File: config.mk
export PLATFORM = sky130hd
export DESIGN_NAME = skinny_sbox_layer_dom1_ctrl
export DESIGN_NICKNAME = d
export VERILOG_FILES = /design/src/rtl/skinny_dom1_pkg.sv /design/src/rtl/skinny_sbox8_dom1_non_pipelined_de.sv /design/src/rtl/skinny_sbox_group_dom1.sv /design/src/rtl/skinny_sbox_layer_dom1_ctrl.sv
export SDC_FILE = /design/constraint.sdc
export NUM_CORES = 1
export LEC_CHECK = 0
export ABC_CLOCK_PERIOD_IN_PS = 3800
export CAP_MARGIN = 20
export CORE_MARGIN = 8
export CORE_UTILIZATION = 47
export CTS_CLUSTER_DIAMETER = 200
export CTS_CLUSTER_SIZE = 12
export DETAILED_ROUTE_END_ITERATION = 6
export GPL_TIMING_DRIVEN = 1
export PLACE_DENSITY = 0.84
export REMOVE_ABC_BUFFERS = 1
export SLEW_MARGIN = 20
export SYNTH_ARGS = -nofsm -noshare
export SYNTH_HDL_FRONTEND = slang
export SYNTH_SLANG_ARGS = --single-unit
File: constraint.sdc
create_clock -name clk -period 3.8 [get_ports clk]
set_clock_uncertainty 0.2 [all_clocks]
set_input_delay 0.95 -clock clk [delete_from_list [all_inputs] [get_ports clk]]
set_output_delay 0.95 -clock clk [all_outputs]
set_load 0.1 [all_outputs]
File: src/rtl/skinny_dom1_pkg.sv
// Shared types, constants and helpers for the DOM1 SKINNY-128 SubCells layer.
//   state_e    : layer controller FSM states
//   STATE_W    : width of one state share
//   BYTE_W     : width of one sbox lane
//   ngrp()     : number of sbox groups for a given core count
//   sbox_perm  : bit permutation applied between S8 rounds (linear, share-wise)
//   sbox_swap  : final bit swap of S8 (linear, share-wise)
package skinny_dom1_pkg;

  localparam int unsigned STATE_W = 128;
  localparam int unsigned BYTE_W  = 8;

  typedef enum logic [2:0] {
    StIdle,
    StFetch,
    StHold,
    StWb,
    StDone
  } state_e;

  function automatic int unsigned ngrp(input int unsigned num_sbox);
    return 16 / num_sbox;
  endfunction

  // x0->2, x1->6, x2->7, x3->1, x4->3, x5->0, x6->4, x7->5
  function automatic logic [7:0] sbox_perm(input logic [7:0] x);
    return {x[2], x[1], x[7], x[6], x[4], x[0], x[3], x[5]};
  endfunction

  // Exchange bits 1 and 2
  function automatic logic [7:0] sbox_swap(input logic [7:0] x);
    return {x[7:3], x[1], x[2], x[0]};
  endfunction

endpackage

File: src/rtl/skinny_sbox8_dom1_non_pipelined_de.sv
// Two-share (DOM1) SKINNY-128 S8 core. Each of the four NOR/XOR rounds is one register
// stage, so the output is valid once bi0/bi1/r have been held stable for four clock edges.
// No handshake: the caller owns the hold time.
//   clk      : clock
//   bi0, bi1 : input byte shares
//   r        : refresh mask, bit 2i/2i+1 feed the two AND gates of round i
//   bo0, bo1 : output byte shares
module skinny_sbox8_dom1_non_pipelined_de
  import skinny_dom1_pkg::*;
(
  input  logic       clk,
  input  logic [7:0] bi0,
  input  logic [7:0] bi1,
  input  logic [7:0] r,
  output logic [7:0] bo0,
  output logic [7:0] bo1
);

  localparam int NumRounds = 4;

  logic [7:0] in0   [NumRounds];
  logic [7:0] in1   [NumRounds];
  logic [7:0] mix0  [NumRounds];
  logic [7:0] mix1  [NumRounds];
  logic [7:0] nx0   [NumRounds];
  logic [7:0] nx1   [NumRounds];
  logic [7:0] st0_q [NumRounds];
  logic [7:0] st1_q [NumRounds];

  // One share of a DOM-indep AND: own-domain product plus the masked cross-domain product
  function automatic logic dom_and_share(input logic u_own, input logic v_own,
                                         input logic v_other, input logic rbit);
    return (u_own & v_own) ^ ((u_own & v_other) ^ rbit);
  endfunction

  always_comb begin
    in0[0] = bi0;
    in1[0] = bi1;
    for (int i = 1; i < NumRounds; i++) begin
      in0[i] = st0_q[i-1];
      in1[i] = st1_q[i-1];
    end
  end

  always_comb begin
    for (int i = 0; i < NumRounds; i++) begin
      mix0[i] = in0[i];
      mix1[i] = in1[i];
      // NOR(a, b) = ~a & ~b; inverting share 0 alone inverts the shared value
      mix0[i][0] = in0[i][0] ^ dom_and_share(~in0[i][3], ~in0[i][2], in1[i][2], r[2*i]);
      mix1[i][0] = in1[i][0] ^ dom_and_share(in1[i][3], in1[i][2], ~in0[i][2], r[2*i]);
      mix0[i][4] = in0[i][4] ^ dom_and_share(~in0[i][7], ~in0[i][6], in1[i][6], r[2*i+1]);
      mix1[i][4] = in1[i][4] ^ dom_and_share(in1[i][7], in1[i][6], ~in0[i][6], r[2*i+1]);
      nx0[i] = (i < NumRounds - 1) ? sbox_perm(mix0[i]) : mix0[i];
      nx1[i] = (i < NumRounds - 1) ? sbox_perm(mix1[i]) : mix1[i];
    end
  end

  always_ff @(posedge clk) begin
    for (int i = 0; i < NumRounds; i++) begin
      st0_q[i] <= nx0[i];
      st1_q[i] <= nx1[i];
    end
  end

  assign bo0 = sbox_swap(st0_q[NumRounds-1]);
  assign bo1 = sbox_swap(st1_q[NumRounds-1]);

endmodule

File: src/rtl/skinny_sbox_group_dom1.sv
// NUM_SBOX parallel DOM1 S8 cores fed straight from the controller's input registers.
//   clk        : clock
//   sb0, sb1   : registered input shares, byte k feeds core k
//   rmask      : registered refresh mask, byte k feeds core k
//   bo0, bo1   : output shares, byte k from core k
module skinny_sbox_group_dom1
  import skinny_dom1_pkg::*;
#(
  parameter int unsigned NUM_SBOX = 1
) (
  input  logic                         clk,
  input  logic [BYTE_W*NUM_SBOX-1:0]   sb0,
  input  logic [BYTE_W*NUM_SBOX-1:0]   sb1,
  input  logic [BYTE_W*NUM_SBOX-1:0]   rmask,
  output logic [BYTE_W*NUM_SBOX-1:0]   bo0,
  output logic [BYTE_W*NUM_SBOX-1:0]   bo1
);

  for (genvar k = 0; k < NUM_SBOX; k++) begin : g_sbox
    skinny_sbox8_dom1_non_pipelined_de u_sbox (
      .clk (clk),
      .bi0 (sb0[BYTE_W*k +: BYTE_W]),
      .bi1 (sb1[BYTE_W*k +: BYTE_W]),
      .r   (rmask[BYTE_W*k +: BYTE_W]),
      .bo0 (bo0[BYTE_W*k +: BYTE_W]),
      .bo1 (bo1[BYTE_W*k +: BYTE_W])
    );
  end

endmodule

File: src/rtl/skinny_sbox_layer_dom1_ctrl.sv
// Runs the 16-byte SubCells layer of a two-share state through NUM_SBOX DOM1 S8 cores,
// one group of NUM_SBOX bytes at a time, holding core inputs LATENCY cycles per group.
//   clk, rst            : clock, synchronous active-high reset
//   start               : begin a layer (only looked at when idle)
//   si0, si1            : input state shares, byte i = bits [8i+7:8i]
//   rnd, rnd_valid      : fresh mask per group, byte k to core k
//   rnd_ready           : mask accepted this cycle when rnd_valid is high
//   so0, so1            : result shares (internal share registers)
//   busy                : controller not idle
//   done                : one-cycle pulse, so0/so1 hold the finished layer
module skinny_sbox_layer_dom1_ctrl
  import skinny_dom1_pkg::*;
#(
  parameter int unsigned NUM_SBOX = 1,
  parameter int unsigned LATENCY  = 4
) (
  input  logic                        clk,
  input  logic                        rst,
  input  logic                        start,
  input  logic [STATE_W-1:0]          si0,
  input  logic [STATE_W-1:0]          si1,
  input  logic [BYTE_W*NUM_SBOX-1:0]  rnd,
  input  logic                        rnd_valid,
  output logic                        rnd_ready,
  output logic [STATE_W-1:0]          so0,
  output logic [STATE_W-1:0]          so1,
  output logic                        busy,
  output logic                        done
);

  localparam int unsigned NGRP  = ngrp(NUM_SBOX);
  localparam int unsigned GW    = BYTE_W * NUM_SBOX;
  localparam int unsigned GRP_W = (NGRP > 1) ? $clog2(NGRP) : 1;
  localparam int unsigned CNT_W = $clog2(LATENCY);

  state_e                   state_q, state_d;
  logic [GRP_W-1:0]         grp_q, grp_d;
  logic [CNT_W-1:0]         cnt_q, cnt_d;
  // Share registers viewed as NGRP groups so group g is simply s0_q[g]
  logic [NGRP-1:0][GW-1:0]  s0_q, s0_d;
  logic [NGRP-1:0][GW-1:0]  s1_q, s1_d;
  logic [GW-1:0]            sb0_q, sb0_d;
  logic [GW-1:0]            sb1_q, sb1_d;
  logic [GW-1:0]            rmask_q, rmask_d;
  logic [GW-1:0]            bo0, bo1;

  // Core inputs come only from registers so they are glitch-free for the whole hold window
  skinny_sbox_group_dom1 #(
    .NUM_SBOX (NUM_SBOX)
  ) u_group (
    .clk   (clk),
    .sb0   (sb0_q),
    .sb1   (sb1_q),
    .rmask (rmask_q),
    .bo0   (bo0),
    .bo1   (bo1)
  );

  always_comb begin
    state_d   = state_q;
    grp_d     = grp_q;
    cnt_d     = cnt_q;
    s0_d      = s0_q;
    s1_d      = s1_q;
    sb0_d     = sb0_q;
    sb1_d     = sb1_q;
    rmask_d   = rmask_q;
    rnd_ready = 1'b0;
    done      = 1'b0;
    unique case (state_q)
      StIdle: begin
        if (start) begin
          s0_d    = si0;
          s1_d    = si1;
          grp_d   = '0;
          state_d = StFetch;
        end
      end
      StFetch: begin
        rnd_ready = 1'b1;
        if (rnd_valid) begin
          rmask_d = rnd;
          sb0_d   = s0_q[grp_q];
          sb1_d   = s1_q[grp_q];
          cnt_d   = '0;
          state_d = StHold;
        end
      end
      StHold: begin
        cnt_d = cnt_q + 1'b1;
        if (cnt_q == CNT_W'(LATENCY - 1)) begin
          state_d = StWb;
        end
      end
      StWb: begin
        s0_d[grp_q] = bo0;
        s1_d[grp_q] = bo1;
        if (grp_q == GRP_W'(NGRP - 1)) begin
          state_d = StDone;
        end else begin
          grp_d   = grp_q + 1'b1;
          state_d = StFetch;
        end
      end
      StDone: begin
        done    = 1'b1;
        state_d = StIdle;
      end
      default: state_d = StIdle;
    endcase
  end

  always_ff @(posedge clk) begin
    if (rst) begin
      state_q <= StIdle;
      grp_q   <= '0;
      cnt_q   <= '0;
      s0_q    <= '0;
      s1_q    <= '0;
      sb0_q   <= '0;
      sb1_q   <= '0;
      rmask_q <= '0;
    end else begin
      state_q <= state_d;
      grp_q   <= grp_d;
      cnt_q   <= cnt_d;
      s0_q    <= s0_d;
      s1_q    <= s1_d;
      sb0_q   <= sb0_d;
      sb1_q   <= sb1_d;
      rmask_q <= rmask_d;
    end
  end

  assign so0  = s0_q;
  assign so1  = s1_q;
  assign busy = (state_q != StIdle);

endmodule

### Word level (Yosys, flattened, before mapping)

Memory sizes are Yosys's and may differ from the RTL's.
Index checks and enable logic that the tools add are counted.

| word-level totals | value |
|---|---|
| memories kept | 2 |
| register bits after elaboration | 289 |
| logic and storage cells | 184 |
| bits of input ports | 268 |
| memory bits (writable) | 64 |

| cells by class | value |
|---|---|
| bitwise operators | 96 |
| multiplexer cells | 24 |
| eq/ne operators | 10 |
| add/subtract/negate cells | 2 |
| reduce and logical (&&, ||, !) cells | 10 |
| $lt $le $gt $ge | 2 |

Memory list:

| memory | depth | width | read ports | clocked after memory_dff | write ports | RTL line | text |
|---|---|---|---|---|---|---|---|
| u_group.g_sbox[0].u_sbox.st0_q | 4 | 8 | 4 | 0 | 4 | skinny_sbox8_dom1_non_pipelined_de.sv:27 | `logic [7:0] st0_q [NumRounds];` |
| u_group.g_sbox[0].u_sbox.st1_q | 4 | 8 | 4 | 0 | 4 | skinny_sbox8_dom1_non_pipelined_de.sv:28 | `logic [7:0] st1_q [NumRounds];` |

Operator list:

| operator | number |
|---|---|
| $pmux W128 S2 | 2 |
| $bwmux W128 | 2 |
| $mux W128 | 2 |
| $bmux W8 S4 | 2 |
| $xor A1 B1 Y1 | 48 |
| $and A1 B1 Y1 | 32 |
| $demux W8 S4 | 1 |
| $mux W8 | 3 |
| $not A1 Y1 | 16 |
| $mux W3 | 4 |
| $pmux W3 S4 | 1 |
| $mux W4 | 2 |
| $ne A2 B2 Y1 const B | 4 |
| $pmux W4 S2 | 1 |
| $eq A3 B2 Y1 const B | 2 |
| $reduce_and A2 Y1 | 3 |
| $reduce_and A3 Y1 | 2 |
| $lt A4 B5 Y1 const B | 1 |
| $add A4 B1 Y4 const B | 1 |
| $eq A4 B4 Y1 const B | 1 |
| $ge A4 B1 Y1 const B | 1 |
| $pmux W2 S2 | 1 |
| $reduce_bool A2 Y1 | 2 |
| $eq A3 B1 Y1 const B | 1 |
| other kinds (8) | 9 |

### Depth between registers and ports, before layout

| depth | value |
|---|---|
| depth after elaboration | 6 |
| gate-level depth with buffers | 9 |
| gate-level depth less buffers | 6 |

### Cells and area by module

A second synthesis with hierarchy kept.

| second synthesis, totals | value |
|---|---|
| cell total of the unflattened synthesis | 1,689 |
| area total of the unflattened synthesis | 16,134.2 um^2 |

Modules (own cells, without submodules):

| module | cells an instance | area each (um^2) | times used |
|---|---|---|---|
| skinny_sbox_layer_dom1_ctrl | 1,562 | 14,413.8 | 1 |
| skinny_sbox8_dom1_non_pipelined_de | 127 | 1,720.4 | 1 |

### Worst setup path after synthesis

Ideal clock, no wire load.

| timing | value |
|---|---|
| path kind | reg-to-reg |
| from | register state_q[2] |
| to | register sb0_q[0] |
| clock period less this slack | 4,407 ps |
| cell stages (with the launch flop) | 8 |
| library setup time | 83 ps |
| setup slack | -607 ps |
| arrival time | 4,124 ps |
| cells stage by stage | dfxtp_1 buf_2 nor3b_1 nand2_1 or3_1 clkbuf_1 clkbuf_1 o221ai_1 |

| on the way | value |
|---|---|
| word-level cells in the longest chain between the ends | 2 |

Ends and longest elaborated chain:

| item | RTL line | text |
|---|---|---|
| from (decl) | skinny_sbox_layer_dom1_ctrl.sv:36 | `state_e state_q, state_d;` |
| from (signal assigned) | skinny_sbox_layer_dom1_ctrl.sv:115 | `state_q <= StIdle;` |
| from (signal assigned) | skinny_sbox_layer_dom1_ctrl.sv:124 | `state_q <= state_d;` |
| $eq A3 B1 Y1 | skinny_sbox_layer_dom1_ctrl.sv:70 | `unique case (state_q)` |
| $reduce_and A2 Y1 (no line) | -- |  |
| to (signal assigned) | skinny_sbox_layer_dom1_ctrl.sv:120 | `sb0_q <= '0;` |
| to (signal assigned) | skinny_sbox_layer_dom1_ctrl.sv:129 | `sb0_q <= sb0_d;` |
| to (decl) | skinny_sbox_layer_dom1_ctrl.sv:42 | `logic [GW-1:0] sb0_q, sb0_d;` |

No other way between the ends.
A chain may end at the register's enable or synchronous reset.

### Worst setup path in the final report

| timing | value |
|---|---|
| from | register state_q[2] |
| to | output done |

| on the way | value |
|---|---|
| word-level cells in the longest chain between the ends | 2 |

Ends and longest elaborated chain:

| item | RTL line | text |
|---|---|---|
| $eq A3 B3 Y1 | skinny_sbox_layer_dom1_ctrl.sv:70 |  |
| $mux W1 | skinny_sbox_layer_dom1_ctrl.sv:70 |  |
| to (decl) | skinny_sbox_layer_dom1_ctrl.sv:28 | `output logic done` |

No other way between the ends.

==> results.toml <==
[status]
status = "finished with violations"
violations = "design-rule violations"

[power]
seq_power_share_pct = 37.8
p_clk_share_pct = 25.4
p_comb_share_pct = 36.9
power.leakage_nw = 8.46
powerDensity_nw_per_um2 = 557
p_int_w = 0.00705
p_switching_w = 0.00539
swShare_pct = 43.3
ir_worst_vdd_v = 0.000355

[routing]
ant_nets = 0
first_iter_violations = 2253
drtPass1Iterations = 7
avgViaCountPerCell = 6.74
dr_total_vias = 16900
drcViolationCount = 4
wire_per_inst_um = 30.1
routed_wl_um = 75500

[synth]
syn_area_um2 = 16700
synthDistinctLibCells = 47
synth_top_area_share_pct = 42.4
synthFlopType = "dfxtp_1"
synth_edf_count = 0
yosys_register_bits = 353
yosys-top-cells-area = "dfxtp_1 (42%), o22ai_1 (9.0%), mux4_2 (8.7%)"
synth_area_per_cell_um2 = 10.2
ys_async_sr_fraction_pct = 0
seq_area_frac_synth_pct = 42.4
syn_inst = 1635
yosys.area.top_type = "dfxtp_1"
yosys_warnings = 0

[clock_tree]
cts_tree = "done"
cts_resized = 0
clock_path_buffers = 3
cts_buffers = 35
h-tree-depth = 2
cts-root-buf = "clkbuf_16"
clk_pin_slew_ns = 0.06
clock_latency_ns = 0.54
clock_sinks = 353
post_cts_buffers = 0
hold_buffers = 0

[timing]
fin_crit_ns = 3.38
fmax_ghz = 0.296
finalHoldViolCount = 0
worstMarginPinSlew_ns = 1.22
final_max_slew_viol_count = 0
slew-limit-headroom_pct = 18.2
rsz0062_at_grt = "false"
period_share_pct = 88.9
finalSetupViolCount = 0
totalNegativeSetupSlack_ns = 0

[grt]
grt_pass1_wl_um = 109000
gr-usage-met1_pct = 41.0
globalRoute.busiestLayer = "met2"
gr-total-overflow = 0
grt_pass1_vias = 16800
met2_usage_pct = 54.0
track_usage_pct = 33.9
antenna_found_initial = 3
met3_usage_pct = 8.67
grt_max_degree = 119

[floorplan]
ios = 527
die_w_um = 204
start_util_pct = 47.3
die_h_um = 204
fp-row-count = 69
fp.dieArea_um2 = 41700
core_area_um2 = 35200

[layout]
fin_area_um2 = 22300
stdcell_count = 2511
nNetsFinal = 2316
fillers = 2800
drive_above_1_share_pct = 26.1
areaGrowthSynthToFinish_pct = 34.0

[placed_design]
hpwlAfterDp_um = 52500
gp_congestion = 0.924
placed_area_um2 = 21300
placedCellCount = 2466
port_buffers = 526

[flow_run]
maxCapViolCount = 0

[setup_path]
crit_path_end_kind = "output port"
cp.arrival_ns = 2.23
start_kind = "flip-flop"
crit_type = "flip-flop to output port"
critPathMaxFanout = 27
crit_required_ns = 2.65

[min_path]
hp-class = "flip-flop to flip-flop"
## per-stage QoR
step	utilization (%)	total power, W	hold slack, ns	setup slack, ns
floorplan	-	0.00773	0.110	-4.17
global placement	60.6	0.00920	0.111	0.398
detailed placement	60.6	0.00927	0.112	0.372
CTS	63.3	0.0124	0.125	0.416
global route	63.3	0.0127	0.133	0.314
finish	63.4	0.0124	0.125	0.423
## worst max-delay path: stages (launching register included)
cell     delay (ns)
dfxtp_2        1.00
inv_1          0.19
nor3_1         0.19
buf_4          0.33
## placed cells by master (no fill, tap or decap), types with 2 or more instances in the layout
cell type and n:
a2111oi_0 2, a211oi_1 104, a211oi_2 104, a21oi_1 13, a221oi_1 48, a221oi_4 13, a22oi_1 16, and3_1 4
buf_12 15, buf_4 282, clkbuf_16 36, clkdlybuf4s50_1 266, dfxtp_1 349, dfxtp_2 2, dfxtp_4 2, diode_2 4
ha_1 5, inv_1 59, inv_6 2, mux2i_1 32, mux4_2 64, nand2_1 24, nand3_1 20, nand3b_1 23
nor2_1 226, nor3_1 4, o21ai_2 3, o221ai_1 16, o22ai_1 240, or3_1 5, or3b_2 4, xnor2_1 32
xor2_1 11
## per-layer routing
metal	vias to the layer above	share of wire (%)
li1	7035	-
met5	-	0.023
met1	8105	36
met3	348	12
met4	2	7.0
met2	1443	46
## sequential cells by signal (all words and copies together) (netlist names)
signal / count
cnt_q: 2
grp_q: 4
rmask_q: 8
sb0_q: 8
sb1_q: 8
so0: 128
so1: 128
state_q: 3
u_group.g_sbox.u_sbox.st0_q: 32
u_group.g_sbox.u_sbox.st1_q: 32
## logic make-up after synthesis
family / after synthesis / share of synthesized area, %
mux: 97 / 10.6
xor+xnor: 43 / 2.26
fa+ha+maj: 5 / 0.375
buf+inv: 254 / 7.37
flops: 353 / 42.4
compound gates: 563 / 28.5
simple gates: 320 / 8.41
## cell usage after synthesis (2+ instances only)
library cell    n
nor3_1          4
a221oi_1       48
o221ai_1       16
a21oi_1        13
nand2_1        24
or3_1           5
a2111oi_0       2
mux2i_1        32
a211oi_1      104
clkbuf_1       94
and3_1          4
a211oi_2      104
o21ai_2         3
xor2_1         11
dfxtp_1       353
xnor2_1        32
or3b_2          4
buf_8           2
inv_1          59
o22ai_1       240
mux4_2         64
ha_1            5
buf_6          24
and3b_1         2
nor2_1        226
nand3b_1       23
a221oi_4       13
buf_1          20
a22oi_1        16
nand3_1        20
buf_2          52
## area by class of cell
| cell class | count | area, um^2 | area share (%) |
|---|---|---|---|
| diodes | 4 | 10.0 | 0.0448 |
| clock buffers | 37 | 905 | 4.05 |
| clock inverters | 3 | 33.8 | 0.151 |
| inverters | 60 | 225 | 1.01 |
| multi-input cells | 1028 | 8370 | 37.5 |
| flip-flops and latches | 353 | 7080 | 31.7 |
| well taps | 461 | 577 | 2.58 |
| repair buffers | 565 | 5120 | 23.0 |
## path summary, 6_finish.rpt
path	from	end	slack, ns	cells past startpoint
worst max register to register	grp_q[3]$_SDFFE_PP0P_	so0[84]$_SDFFE_PP0P_	0.73	4
worst max-delay path	state_q[2]$_SDFFE_PP0P_	done	0.42	3
worst min-delay path	u_group.g_sbox[0].u_sbox.st0_q[1][1]$_DFF_P_	u_group.g_sbox[0].u_sbox.st0_q[2][6]$_DFF_P_	0.13	0
worst min register to register	u_group.g_sbox[0].u_sbox.st0_q[1][1]$_DFF_P_	u_group.g_sbox[0].u_sbox.st0_q[2][6]$_DFF_P_	0.13	0
## power by group through the flow
| stage | Combinational [W] | Sequential (W) | Clock (W) |
|---|---|---|---|
| final | 0.00458 | 0.00470 | 0.00315 |
| after global routing | 0.00469 | 0.00472 | 0.00329 |
| after CTS | 0.00454 | 0.00467 | 0.00316 |
| after detailed placement | 0.00453 | 0.00474 | 0 |
| after global placement | 0.00448 | 0.00472 | 0 |
| after floorplan | 0.00107 | 0.00667 | 0 |
No activity file was read; power rests on OpenSTA's default activity.
